**config.mk**
```make
export PLATFORM = sky130hd
export DESIGN_NAME = alu_seq_ctrl_flat
export DESIGN_NICKNAME = d
export VERILOG_FILES = /design/src/rtl/alu_seq_ctrl_if.sv /design/src/rtl/alu_seq_ctrl.sv /design/src/flat_wrapper.sv
export SDC_FILE = /design/constraint.sdc
export NUM_CORES = 1
export LEC_CHECK = 0
export BUFFER_PORTS_ARGS = -buffer_cell sky130_fd_sc_hd__buf_4
export CORE_UTILIZATION = 34
export DETAILED_ROUTE_END_ITERATION = 8
export PLACE_DENSITY = 0.54
export SYNTH_ARGS = -nofsm -noshare
export SYNTH_HDL_FRONTEND = slang
export SYNTH_SLANG_ARGS = --single-unit
```
**constraint.sdc**
```tcl
create_clock -name CLk -period 6.3 [get_ports CLk]
set_input_delay 0.315 -clock CLk [delete_from_list [all_inputs] [get_ports CLk]]
set_output_delay 0.315 -clock CLk [all_outputs]
set_load 0.02 [all_outputs]
```
**src/rtl/alu_seq_ctrl_if.sv**
```systemverilog
// Host command/result handshakes plus the ALU_2 pin bundle driven by the sequencer.
interface alu_seq_ctrl_if;
   logic        cmd_valid;
   logic        cmd_ready;
   logic [1:0]  cmd_op;
   logic [15:0] cmd_a;
   logic [7:0]  cmd_b;
   logic        res_valid;
   logic        res_ready;
   logic [15:0] res_data;
   logic        alu_begin;
   logic        alu_rst;
   logic [1:0]  alu_op;
   logic [7:0]  alu_inbus;
   logic [7:0]  alu_outbus;

   modport master (
      output cmd_valid, cmd_op, cmd_a, cmd_b, res_ready, alu_outbus,
      input  cmd_ready, res_valid, res_data, alu_begin, alu_rst, alu_op, alu_inbus
   );

   modport slave (
      input  cmd_valid, cmd_op, cmd_a, cmd_b, res_ready, alu_outbus,
      output cmd_ready, res_valid, res_data, alu_begin, alu_rst, alu_op, alu_inbus
   );
endinterface

```
**src/rtl/alu_seq_ctrl.sv**
```systemverilog
// Sequencer that turns one parallel ALU command into ALU_2's byte-serial pin protocol
// and returns the sampled result bytes as a single parallel word.
module alu_seq_ctrl #(
   parameter int BYTE_CYC = 2,
   parameter int LAT_AS   = 8,
   parameter int LAT_MUL  = 80,
   parameter int LAT_DIV  = 80,
   parameter int OUT_CYC  = 1
) (
   input logic         CLk,
   input logic         RST,
   alu_seq_ctrl_if.slave bus
);

   localparam int MAX_AB  = (LAT_AS > BYTE_CYC) ? LAT_AS : BYTE_CYC;
   localparam int MAX_MD  = (LAT_MUL > LAT_DIV) ? LAT_MUL : LAT_DIV;
   localparam int MAX_ABM = (MAX_AB > MAX_MD) ? MAX_AB : MAX_MD;
   localparam int MAX_CYC = (MAX_ABM > OUT_CYC) ? MAX_ABM : OUT_CYC;
   localparam int CNT_W   = $clog2(MAX_CYC + 1);

   localparam logic [CNT_W-1:0] BYTE_LD = CNT_W'(BYTE_CYC - 1);
   localparam logic [CNT_W-1:0] OUT_LD  = CNT_W'(OUT_CYC - 1);

   typedef enum logic [2:0] {IDLE, ARST, LOAD, WAIT, CAPT, GAP, RESP} state_t;

   state_t           state;
   logic [CNT_W-1:0] cnt;
   logic [1:0]       bidx;
   logic [1:0]       op_q;
   logic [15:0]      a_q;
   logic [7:0]       b_q;
   logic [7:0]       byte0;

   // Divide streams the full 16-bit dividend, so it has one extra leading byte.
   function automatic logic [7:0] byte_sel(input logic [1:0] op, input logic [15:0] a,
                                           input logic [7:0] b, input logic [1:0] idx);
      logic [7:0] v;
      v = b;
      if (op == 2'd3) begin
         if (idx == 2'd0)      v = a[15:8];
         else if (idx == 2'd1) v = a[7:0];
      end else if (idx == 2'd0) begin
         v = a[7:0];
      end
      return v;
   endfunction

   function automatic logic [1:0] last_idx(input logic [1:0] op);
      return (op == 2'd3) ? 2'd2 : 2'd1;
   endfunction

   function automatic logic [CNT_W-1:0] lat_ld(input logic [1:0] op);
      logic [CNT_W-1:0] v;
      case (op)
         2'd2:    v = CNT_W'(LAT_MUL - 1);
         2'd3:    v = CNT_W'(LAT_DIV - 1);
         default: v = CNT_W'(LAT_AS - 1);
      endcase
      return v;
   endfunction

   always_ff @(posedge CLk) begin
      if (RST) begin
         state         <= IDLE;
         cnt           <= '0;
         bidx          <= '0;
         bus.cmd_ready <= 1'b0;
         bus.res_valid <= 1'b0;
         bus.res_data  <= '0;
         bus.alu_begin <= 1'b0;
         bus.alu_rst   <= 1'b0;
         bus.alu_op    <= '0;
         bus.alu_inbus <= '0;
      end else begin
         case (state)
            IDLE: begin
               if (bus.cmd_valid && bus.cmd_ready) begin
                  op_q          <= bus.cmd_op;
                  a_q           <= bus.cmd_a;
                  b_q           <= bus.cmd_b;
                  state         <= ARST;
                  bus.cmd_ready <= 1'b0;
                  bus.alu_begin <= 1'b1;
                  bus.alu_rst   <= 1'b1;
                  bus.alu_op    <= bus.cmd_op;
                  bus.alu_inbus <= '0;
               end else begin
                  bus.cmd_ready <= 1'b1;
               end
            end
            ARST: begin
               bus.alu_rst   <= 1'b0;
               state         <= LOAD;
               bidx          <= '0;
               cnt           <= BYTE_LD;
               bus.alu_inbus <= byte_sel(op_q, a_q, b_q, 2'd0);
            end
            LOAD: begin
               if (cnt == '0) begin
                  if (bidx == last_idx(op_q)) begin
                     state <= WAIT;
                     cnt   <= lat_ld(op_q);
                  end else begin
                     bidx          <= bidx + 2'd1;
                     cnt           <= BYTE_LD;
                     bus.alu_inbus <= byte_sel(op_q, a_q, b_q, bidx + 2'd1);
                  end
               end else begin
                  cnt <= cnt - 1'b1;
               end
            end
            WAIT: begin
               if (cnt == '0) begin
                  if (op_q[1]) begin
                     byte0 <= bus.alu_outbus;
                     state <= CAPT;
                     cnt   <= OUT_LD;
                  end else begin
                     bus.res_data  <= {8'h00, bus.alu_outbus};
                     state         <= GAP;
                     bus.alu_begin <= 1'b0;
                     bus.alu_inbus <= '0;
                  end
               end else begin
                  cnt <= cnt - 1'b1;
               end
            end
            CAPT: begin
               if (cnt == '0) begin
                  bus.res_data  <= {byte0, bus.alu_outbus};
                  state         <= GAP;
                  bus.alu_begin <= 1'b0;
                  bus.alu_inbus <= '0;
               end else begin
                  cnt <= cnt - 1'b1;
               end
            end
            GAP: begin
               state         <= RESP;
               bus.res_valid <= 1'b1;
            end
            RESP: begin
               // The completing cycle only returns to IDLE; the next command waits one more edge.
               if (bus.res_ready) begin
                  bus.res_valid <= 1'b0;
                  bus.cmd_ready <= 1'b1;
                  state         <= IDLE;
               end
            end
            default: state <= IDLE;
         endcase
      end
   end

endmodule

```
**src/flat_wrapper.sv**
```systemverilog
// flat-port wrapper written by rule: the top's interface ports become plain ports
module alu_seq_ctrl_flat 
#(
   parameter int BYTE_CYC = 2,
   parameter int LAT_AS   = 8,
   parameter int LAT_MUL  = 80,
   parameter int LAT_DIV  = 80,
   parameter int OUT_CYC  = 1
)
  (CLk, RST, bus_cmd_valid, bus_cmd_op, bus_cmd_a, bus_cmd_b, bus_res_ready, bus_alu_outbus, bus_cmd_ready, bus_res_valid, bus_res_data, bus_alu_begin, bus_alu_rst, bus_alu_op, bus_alu_inbus);
  alu_seq_ctrl_if bus_i ();
  input logic CLk;
  input logic RST;
  input wire logic [$bits(bus_i.cmd_valid)-1:0] bus_cmd_valid;
  input wire logic [$bits(bus_i.cmd_op)-1:0] bus_cmd_op;
  input wire logic [$bits(bus_i.cmd_a)-1:0] bus_cmd_a;
  input wire logic [$bits(bus_i.cmd_b)-1:0] bus_cmd_b;
  input wire logic [$bits(bus_i.res_ready)-1:0] bus_res_ready;
  input wire logic [$bits(bus_i.alu_outbus)-1:0] bus_alu_outbus;
  output wire logic [$bits(bus_i.cmd_ready)-1:0] bus_cmd_ready;
  output wire logic [$bits(bus_i.res_valid)-1:0] bus_res_valid;
  output wire logic [$bits(bus_i.res_data)-1:0] bus_res_data;
  output wire logic [$bits(bus_i.alu_begin)-1:0] bus_alu_begin;
  output wire logic [$bits(bus_i.alu_rst)-1:0] bus_alu_rst;
  output wire logic [$bits(bus_i.alu_op)-1:0] bus_alu_op;
  output wire logic [$bits(bus_i.alu_inbus)-1:0] bus_alu_inbus;
  assign bus_i.cmd_valid = bus_cmd_valid;
  assign bus_i.cmd_op = bus_cmd_op;
  assign bus_i.cmd_a = bus_cmd_a;
  assign bus_i.cmd_b = bus_cmd_b;
  assign bus_i.res_ready = bus_res_ready;
  assign bus_i.alu_outbus = bus_alu_outbus;
  assign bus_cmd_ready = bus_i.cmd_ready;
  assign bus_res_valid = bus_i.res_valid;
  assign bus_res_data = bus_i.res_data;
  assign bus_alu_begin = bus_i.alu_begin;
  assign bus_alu_rst = bus_i.alu_rst;
  assign bus_alu_op = bus_i.alu_op;
  assign bus_alu_inbus = bus_i.alu_inbus;
  alu_seq_ctrl #(.BYTE_CYC(BYTE_CYC), .LAT_AS(LAT_AS), .LAT_MUL(LAT_MUL), .LAT_DIV(LAT_DIV), .OUT_CYC(OUT_CYC)) u_core (.CLk(CLk), .RST(RST), .bus(bus_i));
endmodule
```
==> metrics.log <==
[metrics] run status: complete, no violations
[metrics] post-DR wirelength/cell: 13.86 um
[metrics] instance count of the mapped netlist: 330
[metrics] area enclosed by the die boundary: 10460 um2
[metrics] routed vias/inst: 4.942
[metrics] fraction of the cycle the final worst path needs: 0.4005
[metrics] areal power density over the cells: 363.7 nW/um2
[metrics] final worst clock skew: 0.01037 ns
[metrics] Worst Reg-to-Reg Cells: 5
[metrics] weighted congestion at the end of routability-driven global placement: 0.7633
[metrics] Switching Power: 0.5706 mW
[metrics] Pre-antenna DRT Iters: 4
[metrics] WHS Endpoint: u_core.a_q[8]$_DFFE_PP_
[metrics] Sum Neg Setup Slack: 0 ns
[metrics] worst skew pair latency: 0.35 ns
[metrics] Detailed Route Iter0 Violations: 126
[metrics] Yosys reg bits: 76
[metrics] layout-stage area growth over the synthesis result: 23.97%
[metrics] crit-path max FO: 8
[metrics] Detail Route Antenna Nets: 0
[metrics] vias post-DR: 2619
[metrics] # hold bufs at CTS: 0
[metrics] Initial Util: 0.3498
[metrics] startpoint class of the critical path: flip-flop
[metrics] Seq/Total Area, Yosys: 0.5445
[metrics] worst hold start: bus_cmd_a[8]
[metrics] HPWL reported at the end of detailed placement: 5078 um
[metrics] Util after Layout: 0.4337
[metrics] final setup vio count: 0
[metrics] final-stage net count: 434
[metrics] register clock-pin slew on the reported worst setup and hold paths: 0.09 ns
[metrics] CTS H-Tree Depth: 3
[metrics] count of warnings emitted by yosys: 0
[metrics] Rows: 36
[metrics] shortest period the worst path allows: 2.523 ns
[metrics] share of async-settable or async-resettable flops after synthesis: 0
[metrics] worst min path class: in2reg
[metrics] detailed-route wire length: 7345 um
[metrics] setup repair after global routing missed its margin: false
[metrics] x dimension of the die: 102.3 um
[metrics] placeable core area: 9774 um2
[metrics] Post-Syn Area: 3420 um2
[metrics] clk buf depth: 2
[metrics] TritonCTS clock tree: built
[metrics] Hold Vio Cnt, Final: 0
[metrics] number of setup buffers added after CTS: 0
[metrics] peak clock frequency supported by timing: 396.3 MHz
[metrics] internal power summed over all cells: 0.9711 mW
[metrics] share of cells above drive strength 1: 0.2393
[metrics] post-CTS sizing: 0
[metrics] first-pass GRT wire length: 11900 um
[metrics] Worst R2R End: u_core.byte0[6]$_DFFE_PP_
[metrics] clock share of power: 0.249
[metrics] # port buffers: 67
[metrics] transition at the pin with the smallest max-transition slack: 1.179 ns
[metrics] maximum number of pins on one net before global-route repair: 55
[metrics] flop2flop setup slack: 3.78 ns
[metrics] Post-Synthesis Mean Instance Area: 10.36 um2
[metrics] static leakage power: 1.722 nW
[metrics] Netlist cell types: 44
[metrics] number of inserted diodes: 0
[metrics] GR Overflow Total: 0
[metrics] Worst setup EP type: flip-flop
[metrics] maximum VDD drop: 0.0001530 V
[metrics] combined global-route utilization of all metal layers: 0.1479
[metrics] Required @ worst endpoint: 6.26 ns
[metrics] critical path class: reg2reg
[metrics] number of sinks on the clock net: 76
[metrics] Final Hold Slack: 0.1338 ns
[metrics] number of global-route vias before repair: 2435
[metrics] most used flip-flop cell after synthesis: dfxtp_1
[metrics] crit path DAT: 2.49 ns
[metrics] synthesized net count: 372
[metrics] number of primary I/O pins: 68
[metrics] Sw Ratio: 0.3701
[metrics] initial antenna violation count: 0
[metrics] launch point of the worst path: u_core.cnt[0]$_SDFFE_PP0P_
[metrics] Die Y-Extent: 102.3 um
[metrics] root buffer cell: clkbuf_8
[metrics] fraction of power consumed by sequential logic: 0.404
[metrics] number of enable flip-flop cells after synthesis: 34
[metrics] combinational power share: 0.347
[metrics] Worst Hold Path Cells: 1
[metrics] total count of max-transition violations in the final report: 0
[metrics] reg2reg start: u_core.cnt[0]$_SDFFE_PP0P_
[metrics] DR DRC count: 0
[metrics] number of clock buffers inserted by TritonCTS: 9
[metrics] relative max-transition margin: 0.2081
[metrics] max-cap check violation count: 0
-- sequential cells by signal (all words and copies together), names as in the netlist --
name and cells:
u_core.cnt 7, u_core.bus.alu_op 2, u_core.byte0 8, u_core.bus.alu_begin 1, u_core.state 3, u_core.bidx 2, u_core.bus.alu_inbus 8, u_core.bus.res_data 16
u_core.op_q 2, u_core.a_q 16, u_core.bus.cmd_ready 1, u_core.b_q 8, u_core.bus.alu_rst 1, u_core.bus.res_valid 1
-- Yosys cell counts (2+ instances only) --
master / n / area share
a211oi_1: 4 / 0.0088
a21oi_1: 22 / 0.032
a31oi_1: 3 / 0.0055
a32oi_1: 2 / 0.0051
and3b_1: 2 / 0.0051
and4b_1: 2 / 0.0059
buf_2: 4 / 0.0059
buf_4: 2 / 0.0044
clkbuf_1: 12 / 0.013
dfxtp_1: 42 / 0.25
edfxtp_1: 34 / 0.30
ha_1: 4 / 0.015
inv_1: 7 / 0.0077
mux2i_1: 33 / 0.097
nand2_1: 22 / 0.024
nand2b_1: 18 / 0.033
nand3_1: 13 / 0.019
nand4_1: 2 / 0.0037
nor2_1: 30 / 0.033
nor2b_1: 3 / 0.0055
nor3_1: 15 / 0.022
nor3b_1: 2 / 0.0044
nor4_1: 3 / 0.0055
o211ai_1: 3 / 0.0066
o21ai_0: 19 / 0.028
o22ai_1: 9 / 0.016
-- layout by cell type, fill, tap and decap left out, types with 2 or more instances in the layout --
cell / instances
mux2i_1: 33
nand3_1: 13
nor2b_1: 3
o21ai_0: 19
a32oi_1: 2
nor3_1: 14
nand2_1: 22
o211ai_1: 3
nand2b_1: 18
nor3b_1: 2
clkinvlp_4: 2
inv_6: 2
o22ai_1: 9
and4b_1: 2
edfxtp_1: 34
nor4_1: 3
nor2_1: 30
a21oi_1: 22
clkbuf_8: 9
dfxtp_1: 42
and3b_1: 2
a31oi_1: 3
nand4_1: 2
inv_1: 7
ha_1: 4
a211oi_1: 4
buf_4: 70
-- metal layers --
layer	global-route usage	vias to the layer above	part of all wire
li1	-	1321	-
met1	0.1970	1231	0.48
met2	0.2364	58	0.47
met3	0.03899	9	0.038
met4	0.04286	0	0.011
met5	0	-	0
-- stage by stage --
step	instances	setup WS [ns]	power (mW)	instance area [um2]
after floorplan	330	3.135	1.031	3420
after global placement	514	3.897	1.165	4033
after detailed placement	514	3.785	1.168	4033
after CTS	530	3.772	1.553	4239
after global routing	530	3.572	1.638	4239
final	530	3.777	1.542	4239
-- power by group through the flow --
stage	clock network, mW	registers (mW)	logic [mW]
after CTS	0.396	0.623	0.534
after detailed placement	0	0.634	0.533
after floorplan	0	0.647	0.384
after global placement	0	0.634	0.531
final	0.384	0.623	0.535
after global routing	0.415	0.632	0.591
-- critical path, cell delays in order (launching register included) --
cell	delay [ns]
dfxtp_1	0.33
inv_1	0.14
ha_1	0.18
nor4b_2	0.31
nand3_1	0.20
nor3_1	0.98
-- layout make-up --
type	count	area, um2
clock inverter	7	82.58
fill	964	5535
multi-input combinational	227	1449
tap	133	166.4
inverter	8	30.03
timing repair buffer	70	525.5
sequential	76	1862
clock buffer	9	123.9
-- how the worst max path moves through the flow --
stage | end | slack (ns) | cells after the start
final | u_core.byte0[6]$_DFFE_PP_ | 3.78 | 5
after global routing | u_core.byte0[3]$_DFFE_PP_ | 3.57 | 5
after CTS | u_core.byte0[6]$_DFFE_PP_ | 3.77 | 5
after detailed placement | u_core.byte0[4]$_DFFE_PP_ | 3.79 | 5
after global placement | u_core.byte0[4]$_DFFE_PP_ | 3.90 | 5
after floorplan | u_core.a_q[0]$_DFFE_PP_ | 3.14 | 5
-- cells by family (layout without fill, tap and decap cells) --
kind of cell    Yosys count  count (layout)  synth area share
compound gates           70              70            0.1273
fa+ha+maj                 4               4           0.01464
buf+inv                  27              94           0.03329
mux                      34              34           0.09989
flops                    76              76            0.5445
simple gates            119             119            0.1804
(Power assumes the default switching activity.)
